$ cat src/rtl/fpcvt_decode.sv
// Sequential FPCVT float-to-linear decoder: rebuilds D = (-1)^S * F * 2^E by
// shifting the significand one bit per clock under an IDLE/SHIFT/DONE FSM.
module fpcvt_decode #(
  parameter int E_W = 3,
  parameter int F_W = 5,
  parameter int D_W = 13
) (
  input  logic           clk,
  input  logic           rst,
  input  logic           in_valid,
  output logic           in_ready,
  input  logic           S,
  input  logic [E_W-1:0] E,
  input  logic [F_W-1:0] F,
  output logic           out_valid,
  input  logic           out_ready,
  output logic [D_W-1:0] D
);

  // Handshakes: a request transfers on a rising edge with in_valid && in_ready;
  // a result transfers on a rising edge with out_valid && out_ready. out_valid
  // and D stay stable until that transfer, and in_ready is high only in IDLE.

  generate
    if (D_W < F_W + (1 << E_W)) begin : g_width_check
      $error("fpcvt_decode: D_W too small for F_W + 2**E_W");
    end
  endgenerate

  typedef enum logic [1:0] {ST_IDLE, ST_SHIFT, ST_DONE} state_t;

  state_t         r_state;
  logic           r_sign;
  logic [E_W-1:0] r_count;
  logic [D_W-2:0] r_mag;
  logic [D_W-1:0] r_d;
  logic           r_out_valid;

  logic [D_W-1:0] w_mag_ext;
  logic [D_W-1:0] w_result;

  // Magnitude sits one bit below D's width, so negating zero stays zero.
  assign w_mag_ext = {1'b0, r_mag};
  assign w_result  = r_sign ? -w_mag_ext : w_mag_ext;

  always_ff @(posedge clk or posedge rst) begin
    if (rst) begin
      r_state     <= ST_IDLE;
      r_sign      <= 1'b0;
      r_count     <= '0;
      r_mag       <= '0;
      r_d         <= '0;
      r_out_valid <= 1'b0;
    end else begin
      case (r_state)
        ST_IDLE: begin
          if (in_valid) begin
            r_sign  <= S;
            r_count <= E;
            r_mag   <= {{(D_W-1-F_W){1'b0}}, F};
            r_state <= ST_SHIFT;
          end
        end
        ST_SHIFT: begin
          if (r_count != '0) begin
            r_mag   <= r_mag << 1;
            r_count <= r_count - E_W'(1);
          end else begin
            r_d         <= w_result;
            r_out_valid <= 1'b1;
            r_state     <= ST_DONE;
          end
        end
        ST_DONE: begin
          if (out_ready) begin
            r_out_valid <= 1'b0;
            r_state     <= ST_IDLE;
          end
        end
        default: r_state <= ST_IDLE;
      endcase
    end
  end

  assign in_ready  = (r_state == ST_IDLE);
  assign out_valid = r_out_valid;
  assign D         = r_d;

endmodule

$ cat config.mk
export PLATFORM = sky130hd
export DESIGN_NAME = fpcvt_decode
export DESIGN_NICKNAME = d
export VERILOG_FILES = /design/src/rtl/fpcvt_decode.sv
export SDC_FILE = /design/constraint.sdc
export NUM_CORES = 1
export LEC_CHECK = 0
export BUFFER_PORTS_ARGS = -buffer_cell sky130_fd_sc_hd__buf_4
export CAP_MARGIN = 0
export CORE_UTILIZATION = 49
export CTS_BUF_LIST = sky130_fd_sc_hd__clkbuf_16
export DETAILED_ROUTE_END_ITERATION = 6
export GPL_TIMING_DRIVEN = 0
export HOLD_SLACK_MARGIN = 0.05
export PLACE_DENSITY_LB_ADDON = 0.15
export SYNTH_ARGS = -nofsm -noshare
export SYNTH_HDL_FRONTEND = slang
export SYNTH_SLANG_ARGS = --single-unit
$ cat constraint.sdc
create_clock -name clk -period 1.6 [get_ports clk]
set_input_delay 0.24 -clock clk [delete_from_list [all_inputs] [get_ports clk]]
set_output_delay 0.24 -clock clk [all_outputs]
set_load 0.05 [all_outputs]
==> impl_metrics.yaml, run 1 <==
routing:
  ant_nets: 0
  wire_per_inst_um: 13.81
  routed-via-count: 1317
  first_pass_iters: 4
  drtIter0Drc: 37
  vias_per_cell: 5.185
  drc: 0
  drt-total-wl_um: 3509
clock_network:
  cts_root_buf: "clkbuf_16"
  cts_sinks: 32
  cts_buffer_depth: 2
  cts_htree_levels: 2
  cts.clk_slew.worst_paths_ns: 0.05
  cts_made_buffers: 5
  cts_hold_buf: 0
  clk_latency_ns: 0.28
  cts_tree: "built"
finish:
  fin_util: 0.7471
  final_common_cell: "buf_4"
  fin_cells: 254
  drive_gt1_frac: 0.4476
  synthToLayoutAreaGrowth_pct: 43.66
  nNetsFinal: 225
  diodes: 0
  n_fill_cell: 206
  final_cell_mix: "36 x buf_4, 27 x dfrtp_1, 24 x nand2_1"
floorplanning:
  fp.dieW_um: 58.93
  dieArea_sq_mm: 0.003472
  start_util: 0.5201
  floorplan.die.height_um: 58.93
  num_rows: 20
  core_region_area_sq_mm: 0.003053
  ios: 28
worst_setup_path:
  slowest_delay_ns: 0.58
  required_ns: 1.76
  crit_family: "simple AND/OR/NAND/NOR gates"
  cpMaxStageDelayCell: "or4_4"
  cp_num_buf_inv: 0
  worstPathArrival_ns: 1.87
  critPathMaxFanout: 5
  path_cells: "or4_4 -> o41ai_4 -> xor2_1 -> o21ai_1"
  criticalPathCategory: "register to register"
  cp-end-kind: "register"
  critPathLaunchType: "register"
yosys:
  seq_area_frac_synth: 0.5043
  syn_inst: 163
  ys_ff_latch: 32
  syn-cell-area_sq_mm: 0.001588
  yosys_warnings: 0
  ys_types: 31
  syn_area_per_cell_sq_um: 9.741
  syn_nets: 179
global_routing:
  grt_pass1_wl_um: 5526
  grt_max_degree: 33
  first_global_vias: 1258
  overflow: 0
  antenna_found_initial: 0
  grtUsageTotal: 0.2179
hold_path:
  hold_path.class: "input pin to asynchronous set/reset pin"
power_and_ir_drop:
  power.density_mw_per_mm2: 2482
  power_leakage_nw: 1.076
  irDropWorstVdd_mv: 1.172
  power_mw: 5.662
timing:
  finClkSkew_ns: 0.005210
  slew_viol_final: 0
  max-slew-margin-rel: 0.5995
  layout_setup_ws_ns: -0.1125
  tightest_slew_ns: 0.6001
  min_period_over_period: 1.070
  layout_min_cycle_time_ns: 1.712
  hold_viol_final: 0
  finalSetupTns_ns: -0.3180
  setup_violations: 8
  fmax_ghz: 0.5840
  rsz0062_at_grt: "yes"
flow_run:
  max_cap_violations: 0
placed_design:
  routabilityCongestion: 0.8242
  port_buffers: 27
  dp_cells: 234
  dp_hpwl_um: 2250
status:
  violations: "negative setup slack"
  outcome: "finished with violations"
power breakdown:
part	leakage, nW	internal, mW	switching, mW
logic	0.602	1.40	1.90
clock network	0.0738	0.558	0.322
registers	0.401	1.16	0.328
total	1.08	3.11	2.55
cell families after synthesis:
family,Yosys count,share of synthesized area
and+or+nand+nor,53,0.1568
AOI/OAI and AO/OA,44,0.1702
DFF,32,0.5043
buffers and inverters,15,0.05122
xor gates and xnor gates,10,0.05517
muxes,6,0.03861
adders and majority gates,3,0.02364
flip-flops by register name, indices dropped and copies added, names as in the netlist:
| name | flops |
|---|---|
| r_sign | 1 |
| D | 13 |
| out_valid | 1 |
| r_state | 2 |
| r_count | 3 |
| r_mag | 12 |
final timing paths:
kind | start | end | slack [ns] | cells after the start
max | r_mag[3] | D[10] | -0.11 | 4
min | rst | r_mag[11] | 0.04 | 2
max reg2reg | r_mag[3] | D[10] | -0.11 | 4
min reg2reg | D[1] | D[1] | 0.48 | 2
max in group asynchronous | rst | r_mag[3] | 1.05 | 3
min in group clk | out_ready | r_state[1] | 0.16 | 2
stage by stage:
step	setup slack (ns)	hold slack [ns]	cell area, sq um
after floorplan	-0.03741	0.3474	1598
after global placement	-0.1920	0.4438	1856
after detailed placement	-0.2019	0.4540	1856
after CTS	-0.09991	0.1641	2131
after global routing	-0.1587	0.08735	2281
final	-0.1125	0.03737	2281
synth_stat cells, drive strengths merged:
cell type | instances | area [sq um]
nand2 | 36 | 137.6
o21ai | 33 | 165.2
dfrtp | 32 | 800.8
xor2 | 9 | 78.83
inv | 8 | 30.03
clkbuf | 5 | 28.77
mux2i | 5 | 50.05
o31ai | 5 | 42.54
ha | 3 | 37.54
nor2 | 3 | 11.26
or4 | 3 | 26.27
a21oi | 2 | 10.01
buf | 2 | 22.52
nand2b | 2 | 12.51
nand3 | 2 | 10.01
nor2b | 2 | 12.51
o41ai | 2 | 36.29
or3b | 2 | 17.52
a211o | 1 | 8.760
and2b | 1 | 8.760
mux2 | 1 | 11.26
nor4 | 1 | 6.260
o211ai | 1 | 7.510
or3 | 1 | 6.260
xnor2 | 1 | 8.760
per-layer routing:
| metal | GRT usage | wire [um] | up-vias |
|---|---|---|---|
| met3 | 0.06813 | 131 | 6 |
| met5 | 0 | 0 | - |
| met4 | 0.1122 | 52 | 0 |
| met2 | 0.3393 | 1759 | 31 |
| met1 | 0.2725 | 1565 | 631 |
| li1 | - | - | 649 |
final cells by class:
cell class	instances	area (sq um)	share of cell area
plain buffers	7	75.07	0.03291
inverters	8	35.03	0.01536
flip-flops and latches	32	807.0	0.3538
clock buffers	5	125.1	0.05485
well taps	44	55.05	0.02414
repair buffers	39	324.1	0.1421
clock inverters	3	11.26	0.004937
multi-input cells	116	848.3	0.3719
what timing repair did:
item / 4_1_cts / 5_1_grt
buffers inserted: 7 / 2
gates resized for setup: 25 / 47
endpoints found under the setup margin: 24 / 29
pin swaps: 3 / 10
cloned: 2 / 0
Note: power is estimated with default switching activity, not from simulation.
==> inputs of run 2 (changes only) <==
Settings changed: SKIP_CTS_REPAIR_TIMING set to 1.
==> impl_metrics.yaml, run 2 (synthesis results as in run 1) <==
status:
  outcome: "finished with violations"
  violations: "negative setup slack"
worst_setup_path:
  ff2ff_setup_slack_ns: -0.16
  cp_num_buf_inv: 0
  criticalPathCategory: "register to register"
  worstPathArrival_ns: 1.91
  path_cells: "or4_4 -> o41ai_4 -> xor2_1 -> o21ai_1"
  cpMaxStageDelayCell: "or4_4"
  cp-end-kind: "register"
  crit_family: "simple AND/OR/NAND/NOR gates"
  critPathMaxFanout: 5
  required_ns: 1.75
  slowest_delay_ns: 0.61
  critPathLaunchType: "register"
finish:
  final_cell_mix: "35 x buf_4, 28 x dfrtp_1, 25 x nand2_1"
  diodes: 0
  fin_util: 0.7336
  final_common_cell: "buf_4"
  drive_gt1_frac: 0.4279
  nNetsFinal: 223
  largest_reg_flops: 13
  synthToLayoutAreaGrowth_pct: 41.06
floorplanning:
  floorplan.die.height_um: 58.93
  num_rows: 20
  core_region_area_sq_mm: 0.003053
  dieArea_sq_mm: 0.003472
  ios: 28
  start_util: 0.5201
  fp.dieW_um: 58.93
routing:
  routed-via-count: 1323
  wl_met3_um: 137
  wire_per_inst_um: 14.44
  wl_met1_um: 1605
  first_pass_iters: 4
  vias_per_cell: 5.250
  drc: 0
  wl_met2_um: 1824
  highest_layer: "met4"
  drtIter0Drc: 42
  ant_nets: 0
  drt-total-wl_um: 3638
timing:
  setup_violations: 18
  rsz0062_at_grt: "yes"
  layout_setup_ws_ns: -0.1605
  hold_viol_final: 0
  slew_viol_final: 0
  fmax_ghz: 0.5680
  finClkSkew_ns: 0.001597
  max-slew-margin-rel: 0.1996
  whs_ns: 0.1631
  tightest_slew_ns: 1.199
  layout_min_cycle_time_ns: 1.760
  min_period_over_period: 1.100
global_routing:
  grt_max_degree: 33
  grtUsageTotal: 0.2020
  grt_pass1_wl_um: 5112
  overflow: 0
  first_global_vias: 1163
  antenna_found_initial: 0
clock_network:
  cts_htree_levels: 2
  clk_latency_ns: 0.27
  cts.clk_slew.worst_paths_ns: 0.05
  cts_sinks: 32
  cts_root_buf: "clkbuf_16"
  cts_made_buffers: 5
  cts_buffer_depth: 2
  cts_tree: "built"
power_and_ir_drop:
  irDropWorstVdd_mv: 1.149
  power_leakage_nw: 1.048
  power.density_mw_per_mm2: 2519
  power_mw: 5.642
placed_design:
  port_buffers: 27
  pre_cts_ws_ns: -0.2019
  routabilityCongestion: 0.8242
  dp_hpwl_um: 2250
hold_path:
  hold_path.class: "input pin to register"
flow_run:
  max_cap_violations: 0
run 2: path summary, 6_finish.rpt:
check | from | endpoint | cells past startpoint
setup / recovery | r_mag[4] | D[10] | 4
hold / removal | out_ready | r_state[1] | 2
setup reg to reg | r_mag[4] | D[10] | 4
hold reg to reg | D[1] | D[1] | 2
max in group asynchronous | rst | r_mag[5] | 2
min in group asynchronous | rst | D[0] | 2
run 2: metal layers:
| layer | up-vias | GRT usage |
|---|---|---|
| met2 | 42 | 0.3101 |
| met3 | 8 | 0.06813 |
| li1 | 647 | - |
| met5 | - | 0 |
| met4 | 0 | 0.1020 |
| met1 | 626 | 0.2539 |
run 2: final cells by class:
| cell class | instances | area (sq um) |
|---|---|---|
| clock buffers | 5 | 125.1 |
| clock inverters | 3 | 11.26 |
| well taps | 44 | 55.05 |
| flip-flops and latches | 32 | 805.8 |
| inverters | 8 | 35.03 |
| plain buffers | 7 | 71.32 |
| multi-input cells | 116 | 837.1 |
| repair buffers | 37 | 299.0 |
| fillers | 215 | 813.3 |
run 2: report_power, final:
group / internal (mW) / switching (mW)
registers: 1.15 / 0.353
logic: 1.38 / 1.87
clock network: 0.558 / 0.320
run 2: metrics by stage:
step	instance area [sq um]	std cells	setup TNS, ns
final	2240	252	-0.6376
after global routing	2240	252	-2.319
after CTS	1992	242	-3.028
after detailed placement	1856	234	-2.780
after global placement	1856	234	-2.273
after floorplan	1598	163	-0.08649
==> inputs of run 3 (changes only) <==
Settings changed: PLACE_DENSITY set to 0.74, PLACE_DENSITY_LB_ADDON 0.15 to not set.
==> impl_metrics.yaml, run 3 (synthesis results as in run 1) <==
status:
  outcome: "finished with violations"
  violations: "negative setup slack"
global_routing:
  antenna_found_initial: 0
  grtUsageTotal: 0.2023
  grt_pass1_wl_um: 5161
  first_global_vias: 1180
  overflow: 0
  grt_max_degree: 33
worst_setup_path:
  critPathMaxFanout: 5
  worstPathArrival_ns: 1.88
  r2r-start: "r_mag[0]"
  cp-startpoint: "r_mag[0]"
  rr_worst_depth: 6
  reg2reg_to: "D[6]"
  required_ns: 1.75
  ff2ff_setup_slack_ns: -0.13
  crit_end: "D[6]"
  critPathLaunchType: "register"
  criticalPathCategory: "register to register"
  cp-end-kind: "register"
clock_network:
  cts_sinks: 32
  cts_buffer_depth: 2
  cts_tree: "built"
  clk_latency_ns: 0.27
  cts_root_buf: "clkbuf_16"
  cts.clk_slew.worst_paths_ns: 0.05
  cts_made_buffers: 5
  cts_htree_levels: 2
power_and_ir_drop:
  power_leakage_nw: 1.048
  irDropWorstVdd_mv: 1.311
  power.density_mw_per_mm2: 2493
placed_design:
  port_buffers: 27
  dp_hpwl_um: 2281
  dp_cells: 234
  routabilityCongestion: 0.7692
timing:
  layout_setup_ws_ns: -0.1342
  hold_viol_final: 0
  min_period_over_period: 1.084
  max-slew-margin-rel: 0.2305
  layout_min_cycle_time_ns: 1.734
  whs_ns: 0.1720
  rsz0062_at_grt: "yes"
  tightest_slew_ns: 1.153
  fmax_ghz: 0.5766
  finClkSkew_ns: 0.005846
  slew_viol_final: 0
  setup_violations: 9
  finalSetupTns_ns: -0.6391
finish:
  diodes: 0
  drive_gt1_frac: 0.3942
  synthToLayoutAreaGrowth_pct: 38.69
  largest_reg_flops: 13
  fin_util: 0.7213
  fin_cells: 252
  nNetsFinal: 223
  final_cell_mix: "35 x buf_4, 29 x nand2_1, 28 x dfrtp_1"
  n_fill_cell: 230
  final_common_cell: "buf_4"
floorplanning:
  num_rows: 20
  fp.dieW_um: 58.93
  start_util: 0.5201
  floorplan.die.height_um: 58.93
  dieArea_sq_mm: 0.003472
  core_region_area_sq_mm: 0.003053
  ios: 28
routing:
  vias_per_cell: 5.155
  drc: 0
  drtIter0Drc: 46
  first_pass_iters: 4
  drt-total-wl_um: 3417
  wire_per_inst_um: 13.56
  routed-via-count: 1299
  ant_nets: 0
flow_run:
  max_cap_violations: 0
hold_path:
  hold_path.class: "input pin to register"
[run 3: cell count changes in the layout (fill, tap and decap cells not counted), moves of 2 or more]
cell     before  now
ha_2          0    2
ha_4          2    0
nand2_1      25   29
nand2_2      11    6
o21ai_0      14   16
o21ai_2       6    4
[run 3: worst min-delay path by stage]
stage	startpoint	to	slack, ns	cells after the start
5_1_grt	out_ready	r_state[1]	0.18	2
2_1_floorplan	out_ready	r_state[1]	0.35	1
3_3_place_gp	out_ready	r_state[1]	0.44	2
4_1_cts	out_ready	r_state[1]	0.17	2
6_report	out_ready	r_state[1]	0.17	2
3_5_place_dp	out_ready	r_state[1]	0.45	2
[run 3: power by group]
part	leakage (nW)	internal [mW]	switching [mW]
combinational	0.572	1.34	1.78
clock	0.0738	0.556	0.297
sequential	0.402	1.16	0.356
total	1.05	3.06	2.43
[run 3: stage by stage]
step	area [sq um]	total power [mW]	setup slack [ns]
3_3_place_gp	1856	3.848	-0.1918
6_report	2202	5.491	-0.1342
3_5_place_dp	1856	3.937	-0.1953
5_1_grt	2202	5.851	-0.1917
4_1_cts	1992	4.805	-0.2176
2_1_floorplan	1598	3.307	-0.03741
[run 3: layout make-up]
cell class / instances / area [sq um] / share of cell area
repair buffers: 37 / 302.8 / 0.1375
plain buffers: 7 / 75.07 / 0.03409
multi-input cells: 116 / 792.0 / 0.3597
clock buffers: 5 / 125.1 / 0.05682
clock inverters: 3 / 11.26 / 0.005114
well taps: 44 / 55.05 / 0.02500
inverters: 8 / 35.03 / 0.01591
flip-flops and latches: 32 / 805.8 / 0.3659
[run 3: worst max-delay path: stages (launching register included)]
cell	delay [ns]
dfrtp_1	0.42
inv_2	0.09
ha_2	0.18
or3b_4	0.41
o31ai_4	0.24
xor2_1	0.19
o21ai_0	0.09
[run 3: routing by layer]
metal	track usage	wire [um]
met5	0	0
met2	0.3490	1810
met3	0.03297	87
met4	0.1020	40
met1	0.2432	1479
